==> src/rtl/rs_enc_lfsr_if.sv <==
// Symbol stream bundle for the RS(K+4,K) encoder: data-in handshake and codeword-out flags.
interface rs_enc_lfsr_if;
  logic [7:0] enc_din;
  logic       enc_din_valid;
  logic       enc_din_ready;
  logic [7:0] enc_dout;
  logic       enc_dout_valid;
  logic       enc_dout_sop;
  logic       enc_dout_eop;

  modport master (
    output enc_din, enc_din_valid,
    input  enc_din_ready, enc_dout, enc_dout_valid, enc_dout_sop, enc_dout_eop
  );

  modport slave (
    input  enc_din, enc_din_valid,
    output enc_din_ready, enc_dout, enc_dout_valid, enc_dout_sop, enc_dout_eop
  );
endinterface

==> src/rtl/rs_enc_lfsr.sv <==
// Systematic RS encoder over GF(2^8), 4 parity symbols: data passes through, then the LFSR
// remainder of d(x)*x^4 mod g(x) is shifted out high-degree first.
module rs_enc_lfsr #(
  parameter int K = 16
) (
  input  logic         clk,
  input  logic         rst,
  rs_enc_lfsr_if.slave bus
);

  typedef enum logic [1:0] {
    S_DATA   = 2'b01,
    S_PARITY = 2'b10
  } state_t;

  localparam logic [7:0] LAST_IDX = 8'(K - 1);

  state_t     state_q, state_d;
  logic [7:0] cnt_q;
  logic [1:0] pcnt_q;
  logic [7:0] r0, r1, r2, r3;
  logic [7:0] dout_q;
  logic       valid_q, sop_q, eop_q;
  logic       din_ready, accept;
  logic [7:0] fb;

  // Constant-coefficient multiply in GF(2^8) mod 0x11D; collapses to XOR trees when b is fixed.
  function automatic logic [7:0] gf_mul(input logic [7:0] a, input logic [7:0] b);
    logic [7:0] p;
    logic [7:0] x;
    p = 8'h00;
    x = a;
    for (int i = 0; i < 8; i++) begin
      if (b[i]) p = p ^ x;
      x = {x[6:0], 1'b0} ^ (x[7] ? 8'h1D : 8'h00);
    end
    return p;
  endfunction

  assign din_ready = (state_q == S_DATA) && !rst;
  assign accept    = bus.enc_din_valid && din_ready;
  assign fb        = bus.enc_din ^ r3;

  always_comb begin
    state_d = state_q;
    case (state_q)
      S_DATA:   if (accept && (cnt_q == LAST_IDX)) state_d = S_PARITY;
      S_PARITY: if (pcnt_q == 2'd3) state_d = S_DATA;
      default:  state_d = S_DATA;
    endcase
  end

  always_ff @(posedge clk or posedge rst) begin
    if (rst) begin
      state_q <= S_DATA;
    end else begin
      state_q <= state_d;
    end
  end

  // Parity shift-out leaves r0..r3 zero, so the next codeword needs no explicit clear.
  always_ff @(posedge clk or posedge rst) begin
    if (rst) begin
      cnt_q   <= 8'd0;
      pcnt_q  <= 2'd0;
      r0      <= 8'h00;
      r1      <= 8'h00;
      r2      <= 8'h00;
      r3      <= 8'h00;
      dout_q  <= 8'h00;
      valid_q <= 1'b0;
      sop_q   <= 1'b0;
      eop_q   <= 1'b0;
    end else begin
      valid_q <= 1'b0;
      sop_q   <= 1'b0;
      eop_q   <= 1'b0;
      if (state_q == S_PARITY) begin
        dout_q  <= r3;
        valid_q <= 1'b1;
        eop_q   <= (pcnt_q == 2'd3);
        r3      <= r2;
        r2      <= r1;
        r1      <= r0;
        r0      <= 8'h00;
        pcnt_q  <= pcnt_q + 2'd1;
      end else if (accept) begin
        dout_q  <= bus.enc_din;
        valid_q <= 1'b1;
        sop_q   <= (cnt_q == 8'd0);
        r3      <= r2 ^ gf_mul(fb, 8'h0F);
        r2      <= r1 ^ gf_mul(fb, 8'h36);
        r1      <= r0 ^ gf_mul(fb, 8'h78);
        r0      <= gf_mul(fb, 8'h40);
        cnt_q   <= (cnt_q == LAST_IDX) ? 8'd0 : cnt_q + 8'd1;
      end
    end
  end

  assign bus.enc_din_ready  = din_ready;
  assign bus.enc_dout       = dout_q;
  assign bus.enc_dout_valid = valid_q;
  assign bus.enc_dout_sop   = sop_q;
  assign bus.enc_dout_eop   = eop_q;

endmodule
==> src/flat_wrapper.sv <==
// flat-port wrapper written by rule: the top's interface ports become plain ports
module rs_enc_lfsr_flat 
#(
  parameter int K = 16
)
  (clk, rst, bus_enc_din, bus_enc_din_valid, bus_enc_din_ready, bus_enc_dout, bus_enc_dout_valid, bus_enc_dout_sop, bus_enc_dout_eop);
  rs_enc_lfsr_if bus_i ();
  input  logic clk;
  input  logic rst;
  input wire logic [$bits(bus_i.enc_din)-1:0] bus_enc_din;
  input wire logic [$bits(bus_i.enc_din_valid)-1:0] bus_enc_din_valid;
  output wire logic [$bits(bus_i.enc_din_ready)-1:0] bus_enc_din_ready;
  output wire logic [$bits(bus_i.enc_dout)-1:0] bus_enc_dout;
  output wire logic [$bits(bus_i.enc_dout_valid)-1:0] bus_enc_dout_valid;
  output wire logic [$bits(bus_i.enc_dout_sop)-1:0] bus_enc_dout_sop;
  output wire logic [$bits(bus_i.enc_dout_eop)-1:0] bus_enc_dout_eop;
  assign bus_i.enc_din = bus_enc_din;
  assign bus_i.enc_din_valid = bus_enc_din_valid;
  assign bus_enc_din_ready = bus_i.enc_din_ready;
  assign bus_enc_dout = bus_i.enc_dout;
  assign bus_enc_dout_valid = bus_i.enc_dout_valid;
  assign bus_enc_dout_sop = bus_i.enc_dout_sop;
  assign bus_enc_dout_eop = bus_i.enc_dout_eop;
  rs_enc_lfsr #(.K(K)) u_core (.clk(clk), .rst(rst), .bus(bus_i));
endmodule
==> config.mk <==
export PLATFORM = sky130hd
export DESIGN_NAME = rs_enc_lfsr_flat
export DESIGN_NICKNAME = d
export VERILOG_FILES = /design/src/rtl/rs_enc_lfsr_if.sv /design/src/rtl/rs_enc_lfsr.sv /design/src/flat_wrapper.sv
export SDC_FILE = /design/constraint.sdc
export NUM_CORES = 1
export LEC_CHECK = 0
export ABC_AREA = 1
export BUFFER_PORTS_ARGS = -buffer_cell sky130_fd_sc_hd__buf_2
export CAP_MARGIN = 30
export CELL_PAD_IN_SITES_DETAIL_PLACEMENT = 1
export CELL_PAD_IN_SITES_GLOBAL_PLACEMENT = 1
export CORE_MARGIN = 5
export CORE_UTILIZATION = 45
export DETAILED_ROUTE_END_ITERATION = 7
export PLACE_DENSITY_LB_ADDON = 0.1
export SYNTH_ARGS = -nofsm -noshare
export SYNTH_HDL_FRONTEND = slang
export SYNTH_SLANG_ARGS = --single-unit
==> constraint.sdc <==
create_clock -name clk -period 2.13 [get_ports clk]
set_input_delay 0.426 -clock clk [delete_from_list [all_inputs] [get_ports clk]]
set_output_delay 0.426 -clock clk [all_outputs]
set_load 0.03 [all_outputs]
======== After elaboration in Yosys (flattened, before gate mapping) ========
Cells that the tools add are included.
word-level totals
  bits in registers ....................... 55
  bits of input ports ..................... 11
  output and inout bits ................... 12
  word-level logic and storage cells ...... 96
cells by class
  $add $sub $neg .......................... 2
  eq/ne operators ......................... 6
  mux-type cells .......................... 49
  bitwise gates (word level) .............. 20
  reduce and logical (&&, ||, !) cells .... 8
operator list
  operator               number
  $mux W8                35
  $xor A8 B8 Y8          18
  $mux W5                6
  $add A8 B1 Y8 const B  1
  $eq A8 B4 Y1 const B   1
  $logic_not A8 Y1       1
  $xor A8 B5 Y8          1
  $mux W1                5
  $eq A2 B2 Y1 const B   2
  $mux W2                2
  $ne A2 B2 Y1 const B   2
  $pmux W2 S2            1
  $reduce_and A2 Y1      2
  $logic_and A1 B1 Y1    3
  $add A2 B1 Y2 const B  1
  $eq A2 B1 Y1 const B   1
  $reduce_bool A2 Y1     1
  $logic_not A1 Y1       1
  $not A1 Y1             1

======== Longest topological paths before layout ========
Gate-level depths: netlist (run 1).
  word-level depth ........................ 21
  gate-level depth with buffers ........... 17

======== Least setup slack after synthesis (run 1) ========
OpenSTA, ideal clock, no wires.
  path kind ............................... register to register
  start point ............................. register u_core.state_q[0]
  end point ............................... register u_core.r0[1]
  arrival time ............................ 2158 ps
  slack ................................... -164 ps
  stages on the path, launching flop included .. 10
  period minus slack after synthesis ...... 2294 ps
  cell sequence ........................... dfstp_2 -> inv_1 -> nor3_1 -> nand2_1 -> inv_1 -> nor2_1 -> buf_2 -> buf_2 -> nand2_1 -> o21ai_0
on the way
  longest elaborated chain between the ends .. 4
  elaborated cells on any way between the ends .. 6
  classes of those cells .................. eq/ne: 2; mux: 1; reduce/logical: 3
RTL lines
  item                                 RTL line            RTL
  from (decl)                          rs_enc_lfsr.sv:18   state_t state_q, state_d;
  from (signal assigned)               rs_enc_lfsr.sv:57   state_q <= state_d;
  $eq A2 B1 Y1                         rs_enc_lfsr.sv:40   assign din_ready = (state_q == S_DATA) && !rst;
  $logic_and A1 B1 Y1                  rs_enc_lfsr.sv:40
  named net bus_enc_din_ready          flat_wrapper.sv:12  output wire logic [$bits(bus_i.enc_din_ready)-1:0] bus_enc_din_ready;
  $logic_and A1 B1 Y1                  rs_enc_lfsr.sv:41   assign accept = bus.enc_din_valid && din_ready;
  $reduce_bool A2 Y1 (no source line)  -
  to (signal assigned)                 rs_enc_lfsr.sv:94   r0 <= gf_mul(fb, 8'h40);
  to (decl)                            rs_enc_lfsr.sv:21   logic [7:0] r0, r1, r2, r3;
The timed path passes the listed nets, and every way through them passes these cells.
A chain may end at the register's enable or synchronous reset.

======== Worst setup path in the final report (run 1) ========
  start point ............................. register u_core.r3[7]
  end point ............................... register u_core.r3[5]
on the way
  longest elaborated chain between the ends .. 13
  elaborated cells on any way between the ends .. 14
  classes of those cells .................. mux: 7; bitwise: 7
RTL lines
  item                           RTL line           RTL
  from (decl)                    rs_enc_lfsr.sv:21
  from (signal assigned)         rs_enc_lfsr.sv:82  r3 <= r2;
  from (signal assigned)         rs_enc_lfsr.sv:91  r3 <= r2 ^ gf_mul(fb, 8'h0F);
  $xor A8 B8 Y8 *                rs_enc_lfsr.sv:42  assign fb = bus.enc_din ^ r3;
  $mux W5 *                      rs_enc_lfsr.sv:35  x = {x[6:0], 1'b0} ^ (x[7] ? 8'h1D : 8'h00);
  $xor A8 B8 Y8 * (2 in series)  rs_enc_lfsr.sv:35
  $xor A8 B8 Y8                  rs_enc_lfsr.sv:34  if (b[i]) p = p ^ x;
  $mux W8                        rs_enc_lfsr.sv:87  end else if (accept) begin
  $mux W8                        rs_enc_lfsr.sv:78  if (state_q == S_PARITY) begin
  $xor A8 B8 Y8 *                rs_enc_lfsr.sv:34
  $mux W8 *                      rs_enc_lfsr.sv:87
  $mux W8 *                      rs_enc_lfsr.sv:78
  $xor A8 B8 Y8 *                rs_enc_lfsr.sv:91
  $mux W8 *                      rs_enc_lfsr.sv:87
  $mux W8 *                      rs_enc_lfsr.sv:78
Every way passes the cells marked *; elsewhere a longest branch is shown, timed or not. The select of a mux whose other input is x is not followed.

==> results of run 1 <==
-- kinds of logic (layout without fill, tap and decap cells) --
group                      count (synthesis)  count (layout)  share of synthesized area
AOI/OAI and AO/OA                         45              45                    0.06968
and+or+nand+nor                          313             313                     0.3911
DFF                                       55              55                     0.3760
xor gates and xnor gates                  32              32                    0.08061
buffers and inverters                     67             104                    0.07240
adders and majority gates                  3               3                    0.01025
-- power by group through the flow --
| stage | Combinational, mW | Clock (mW) | Sequential (mW) |
|---|---|---|---|
| after floorplan | 3.17 | 0 | 1.70 |
| after detailed placement | 4.31 | 0 | 1.74 |
| after CTS | 4.34 | 0.662 | 1.72 |
| after global routing | 4.89 | 0.702 | 1.78 |
| after global placement | 4.11 | 0 | 1.71 |
| final | 4.31 | 0.635 | 1.72 |
-- path summary, 6_finish.rpt --
kind	from	endpoint	slack (ns)	cells after the start
setup / recovery	u_core.r3[7]$_DFFE_PP0P_	u_core.r3[5]$_DFFE_PP0P_	0.18	14
min in group clk	bus_enc_din[0]	u_core.bus.enc_dout[0]$_DFFE_PP0P_	0.38	3
hold / removal	rst	u_core.bus.enc_dout[5]$_DFFE_PP0P_	0.16	3
max in group asynchronous	rst	u_core.state_q[0]$_DFFE_PP1P_	1.68	3
setup reg to reg	u_core.r3[7]$_DFFE_PP0P_	u_core.r3[5]$_DFFE_PP0P_	0.18	14
hold reg to reg	u_core.cnt_q[7]$_DFFE_PP0P_	u_core.cnt_q[7]$_DFFE_PP0P_	0.49	1
-- synth_stat cells (all sizes together) --
library cell / count
a21o: 1
a21oi: 4
a31o: 1
a31oi: 11
buf: 10
clkbuf: 3
clkinv: 1
dfrtp: 54
dfstp: 1
ha: 3
inv: 53
nand2: 220
nand3: 51
nand4: 14
nor2: 19
nor3: 7
nor4: 1
o21ai: 21
o21bai: 1
o22ai: 6
or2: 1
xnor2: 10
xor2: 22
-- through the flow --
step,setup WS (ns),hold WS (ns),std cells,utilization
global placement,0.09460,0.4625,649,0.4958
global route,0.009121,0.1893,657,0.5090
floorplan,0.1649,0.4420,515,-
detailed placement,0.04425,0.4708,649,0.4958
CTS,0.1501,0.1745,657,0.5080
finish,0.1801,0.1579,657,0.5090
-- critical path, cell delays in order, from the launching register on --
cell and delay, ns:
dfrtp_1 0.45, inv_2 0.07, nand2_1 0.05, nand2_2 0.13, nand2_2 0.11, nand2_4 0.14, nand2_1 0.08, nand2_2 0.18
nand2_2 0.09, nand2_1 0.09, nand2_1 0.08, nand3_2 0.09, nor2_1 0.05, o21ai_1 0.14, o21ai_1 0.08
-- flip-flops by register name, summed over array words and instances, names as in the netlist --
| register | flops |
|---|---|
| u_core.r1 | 8 |
| u_core.bus.enc_dout_sop | 1 |
| u_core.cnt_q | 8 |
| u_core.pcnt_q | 2 |
| u_core.r0 | 8 |
| u_core.r2 | 8 |
| u_core.state_q | 2 |
| u_core.bus.enc_dout | 8 |
| u_core.bus.enc_dout_valid | 1 |
| u_core.bus.enc_dout_eop | 1 |
| u_core.r3 | 8 |
-- cell type report --
type	instances	area (um2)	share of cell area
Sequential cell	55	1378	0.3344
Timing Repair Buffer	42	272.8	0.06622
Inverter	54	202.7	0.04921
Clock buffer	6	82.58	0.02005
Clock inverter	2	16.27	0.003949
Multi-Input combinational cell	393	2036	0.4942
Tap cell	105	131.4	0.03190
-- routing by layer --
| metal | vias to the layer above | part of all wire |
|---|---|---|
| li1 | 1717 | - |
| met2 | 51 | 0.51 |
| met1 | 1675 | 0.43 |
| met4 | 0 | 0.024 |
| met5 | - | 0 |
| met3 | 23 | 0.033 |
-- repair_timing --
action | 4_1_cts | 5_1_grt
resized for setup | 0 | 2
endpoints found under the setup margin | 0 | 1
endpoints found under the hold margin | 0 | 0
==> qor.yml, run 1 <==
ys_ff_latch: 55
fin_skew_ns: 0.01050
area_growth_syn_to_layout_pct: 12.43
first_global_vias: 3661
core_um2: 8093
fin_nets: 565
post-cts-setup-buffers: 0
intPower_mw: 3.255
critPathArrivalTime_ns: 2.16
n_fill_cell: 1074
clk_latency_ns: 0.32
hp-class: "in -> async"
clock_power_share: 0.095
hold_viol_final: 0
synthesis.area_um2: 3664
cp.required_ns: 2.34
grt_use_total: 0.2185
drive_gt1_frac: 0.1938
grt_util_met1: 0.2623
ioPinCount: 23
cts_tree: "done"
avgViaCountPerCell: 5.275
ys_seq_area_frac: 0.3760
num_rows: 33
finalSetupViolCount: 0
worst_slew_pin_slew_ns: 0.4783
status: "finished clean"
port_buffers: 22
clk_pin_slew_ns: 0.11
placed_area_um2: 4013
fp.dieArea_um2: 10050
yosysTopAreaCellShare: 0.3689
grt_pass1_wl_mm: 17.65
initial_utilization: 0.4527
critPathKind: "reg -> reg"
synth_warnings: 0
switching_share: 0.5120
post-route-cell-area_um2: 4119
rsz0062_at_grt: "no"
cp-end-kind: "register"
ys_types: 32
syn-instance-count: 515
cts_buffer_depth: 2
vias: 3466
fin_setup_tns_ns: 0
hpwl_mm: 7.790
drv_slew: 0
n_antenna_cell: 0
yosysTopAreaCell: "dfrtp_1"
antenna_found_initial: 0
cts_sinks: 55
wl_mm: 10.18
syn_nets: 529
die-height_um: 100.2
slew_headroom: 0.6782
p_total_mw: 6.670
final_common_cell: "nand2_1"
post-route-min-period_ns: 1.950
layout_common_cells: "183 x nand2_1, 54 x dfrtp_1, 49 x nand3_1, 42 x inv_1, 27 x nand2_2"
antenna_left: 0
cts_made_buffers: 5
p_leak_nw: 2.204
met2_usage: 0.4006
gp_congestion: 0.8479
critPathLaunchType: "register"
yosys-top-cells-area: "dfrtp_1 37%, nand2_1 19%, nand3_1 6.7%, xor2_1 5.0%, nand2_2 4.6%"
p_sw_mw: 3.415
p_seq_frac: 0.258
finalCritPeriodShare: 0.9154
power_frac_comb: 0.647
initialDrtViolationCount: 103
power_density_nw_per_um2: 1619
grt_use_met3: 0.03127
busiest_layer: "met2"
maxCapViolCount: 0
cts-hold-fix-buffers: 0
wl_per_cell_um: 15.49
max_freq_ghz: 0.5129
htreeDepth: 2
worst-path-max-fanout: 7
die_w_um: 100.2
drtPass1Iterations: 4
gr-total-overflow: 0
syn_area_per_cell_um2: 7.114
ctsRootBufferMaster: "clkbuf_8"
grt_max_degree: 56
drc: 0
ir_drop_mv: 0.6560
Note: power is estimated with default switching activity, not from simulation.
==> run 2, diff against run 1 <==
--- a/config.mk
+++ b/config.mk
@@ -9,9 +9,10 @@
 export BUFFER_PORTS_ARGS = -buffer_cell sky130_fd_sc_hd__buf_2
 export CAP_MARGIN = 30
 export CELL_PAD_IN_SITES_DETAIL_PLACEMENT = 1
-export CELL_PAD_IN_SITES_GLOBAL_PLACEMENT = 1
+export CELL_PAD_IN_SITES_GLOBAL_PLACEMENT = 2
+export CORE_ASPECT_RATIO = 1.25
 export CORE_MARGIN = 5
-export CORE_UTILIZATION = 45
+export CORE_UTILIZATION = 35
 export DETAILED_ROUTE_END_ITERATION = 7
 export PLACE_DENSITY_LB_ADDON = 0.1
 export SYNTH_ARGS = -nofsm -noshare
==> run 2 against run 1 <==
  * Global-route usage decreased by 3.8 points
  * Wire length increased by 4.3%
  * Sequential power about the same
==> qor.yml, run 2 (synthesized netlist as in run 1, its figures left out) <==
hp-class: "in -> async"
num_rows: 41  # +24%
die-height_um: 124.4  # +24%
finalSetupViolCount: 0  # unchanged
initial_utilization: 0.3607  # -0.09201
wl_mm: 10.61  # +4.3%
reg2reg_to: "u_core.r1[4]$_DFFE_PP0P_"
critPathLaunchType: "register"
rsz0062_at_grt: "no"
fin_skew_ns: 0.007882  # -0.002623 ns
clk_pin_slew_ns: 0.08  # -0.03 ns
port_buffers: 22  # unchanged
fin_nets: 564  # -0.18%
worst-r2r-setup-slack_ns: 0.16  # -0.02 ns
worst-path-max-fanout: 8  # +1
wl_per_cell_um: 15.60  # +0.73%
reg2regPathDepth: 16  # +2
p_leak_nw: 2.233  # +1.3%
die_w_um: 101.5  # +1.3%
grt_max_degree: 42  # -25%
cts_tree: "done"
hold_viol_final: 0  # unchanged
drtPass1Iterations: 4  # unchanged
core_um2: 10160  # +26%
n_antenna_cell: 0  # unchanged
worst_slew_pin_slew_ns: 0.5493  # +0.07101 ns
cts_buffer_depth: 2  # unchanged
utilization: 0.4155  # -0.09347
avgViaCountPerCell: 5.025  # -4.7%
drv_slew: 0  # unchanged
initialDrtViolationCount: 91  # -12%
ctsRootBufferMaster: "clkbuf_16"
fp.dieArea_um2: 12630  # +26%
antenna_left: 0  # unchanged
critPathKind: "reg -> reg"
cts-hold-fix-buffers: 0  # unchanged
gr-total-overflow: 0  # unchanged
layout_common_cells: "184 x nand2_1, 53 x dfrtp_1, 49 x nand3_1, 42 x inv_1, 25 x nand2_2"
vias: 3417  # -1.4%
status: "finished clean"
gp_congestion: 0.8513  # +0.40%
p_total_mw: 6.845  # +2.6%
grt_use_total: 0.1807  # -0.03777
post-route-min-period_ns: 1.974  # +0.02373 ns
drive_gt1_frac: 0.1924  # -0.001463
grt_pass1_wl_mm: 18.12  # +2.7%
slew_headroom: 0.6304  # -0.04778
critPathArrivalTime_ns: 2.17  # about the same
antenna_found_initial: 0  # unchanged
cp.required_ns: 2.33  # about the same
cts_sinks: 55  # unchanged
power_density_nw_per_um2: 1622  # +0.16%
htreeDepth: 2  # unchanged
maxCapViolCount: 0  # unchanged
cts_made_buffers: 5  # unchanged
finalCritPeriodShare: 0.9266  # +0.01114
hpwl_mm: 8.015  # +2.9%
ioPinCount: 23  # unchanged
ir_drop_mv: 0.5158  # -21%
r2r-start: "u_core.r3[4]$_DFFE_PP0P_"
first_global_vias: 3655  # -0.16%
drc: 0  # unchanged
final_common_cell: "nand2_1"
area_growth_syn_to_layout_pct: 15.20
clk_latency_ns: 0.30  # -0.02 ns
max_freq_ghz: 0.5067  # -1.2%
cp-end-kind: "register"
[run 2: cell count changes in the layout (fill, tap and decap cells not counted), moves of 2 or more]
cell and delta:
nand2_2 -2, buf_4 -3, clkbuf_16 +5, clkbuf_8 -6, buf_12 +2
[run 2: metal layers]
layer,vias to the layer above,share of wire,GRT usage
met3,12,0.024,0.02465
met2,35,0.51,0.3163
met5,-,0,0
met1,1656,0.45,0.2240
met4,0,0.020,0.05947
li1,1714,-,-
[run 2: worst max path at each step]
| stage | end | from | slack [ns] | cells after the start |
|---|---|---|---|---|
| after floorplan | u_core.r0[1]$_DFFE_PP0P_ | u_core.state_q[0]$_DFFE_PP1P_ | 0.16 | 9 |
| after global placement | u_core.r3[5]$_DFFE_PP0P_ | bus_enc_din[7] | 0.02 | 15 |
| after detailed placement | u_core.r3[5]$_DFFE_PP0P_ | bus_enc_din[7] | -0.009 | 15 |
| after CTS | u_core.r3[5]$_DFFE_PP0P_ | u_core.r3[7]$_DFFE_PP0P_ | 0.10 | 14 |
| after global routing | u_core.r1[5]$_DFFE_PP0P_ | u_core.r3[4]$_DFFE_PP0P_ | 0.006 | 15 |
| final | u_core.r1[4]$_DFFE_PP0P_ | u_core.r3[4]$_DFFE_PP0P_ | 0.16 | 16 |
[run 2: area by class of cell]
type,count,area [um2]
sequential,55,1379
inverter,54,202.7
multi-input combinational,393,2042
timing repair buffer,41,290.3
clock buffer,6,128.9
tap,129,161.4
fill,1303,5937
clock inverter,2,16.27
[run 2: where the power goes]
part           switching, mW  total (mW)  leakage [nW]  internal (mW)
logic                   2.72        4.26          1.50           1.54
clock network          0.421       0.864        0.0675          0.443
registers              0.306        1.72         0.663           1.41
total                   3.45        6.85          2.23           3.40
[run 2: timing repair]
action,in CTS,in global routing
resized for setup,0,4
buffers inserted,0,1
endpoints found under the setup margin,0,1
[run 2: worst max-delay path, stage by stage (launching register included)]
cell and delay, ns:
dfrtp_1 0.44, inv_2 0.11, nand2_1 0.06, nand2_1 0.17
nand2_2 0.10, nand2_4 0.14, inv_2 0.08, nand2_2 0.08
nand2_2 0.08, nand2_1 0.06, nand2_1 0.10, inv_1 0.09
nand3_1 0.09, nand3_1 0.08, nand2_1 0.06, nand3_1 0.06
nand2_1 0.05
[run 2: through the flow]
| stage | cells | hold slack [ns] | setup slack [ns] | TNS, ns | cell area [um2] |
|---|---|---|---|---|---|
| detailed placement | 671 | 0.4091 | -0.008611 | -0.008611 | 4053 |
| global route | 680 | 0.09682 | 0.005538 | 0 | 4220 |
| global placement | 671 | 0.4047 | 0.01842 | 0 | 4053 |
| floorplan | 515 | 0.4420 | 0.1649 | 0 | 3669 |
| CTS | 679 | 0.07887 | 0.1040 | 0 | 4198 |
| finish | 680 | 0.07370 | 0.1564 | 0 | 4220 |
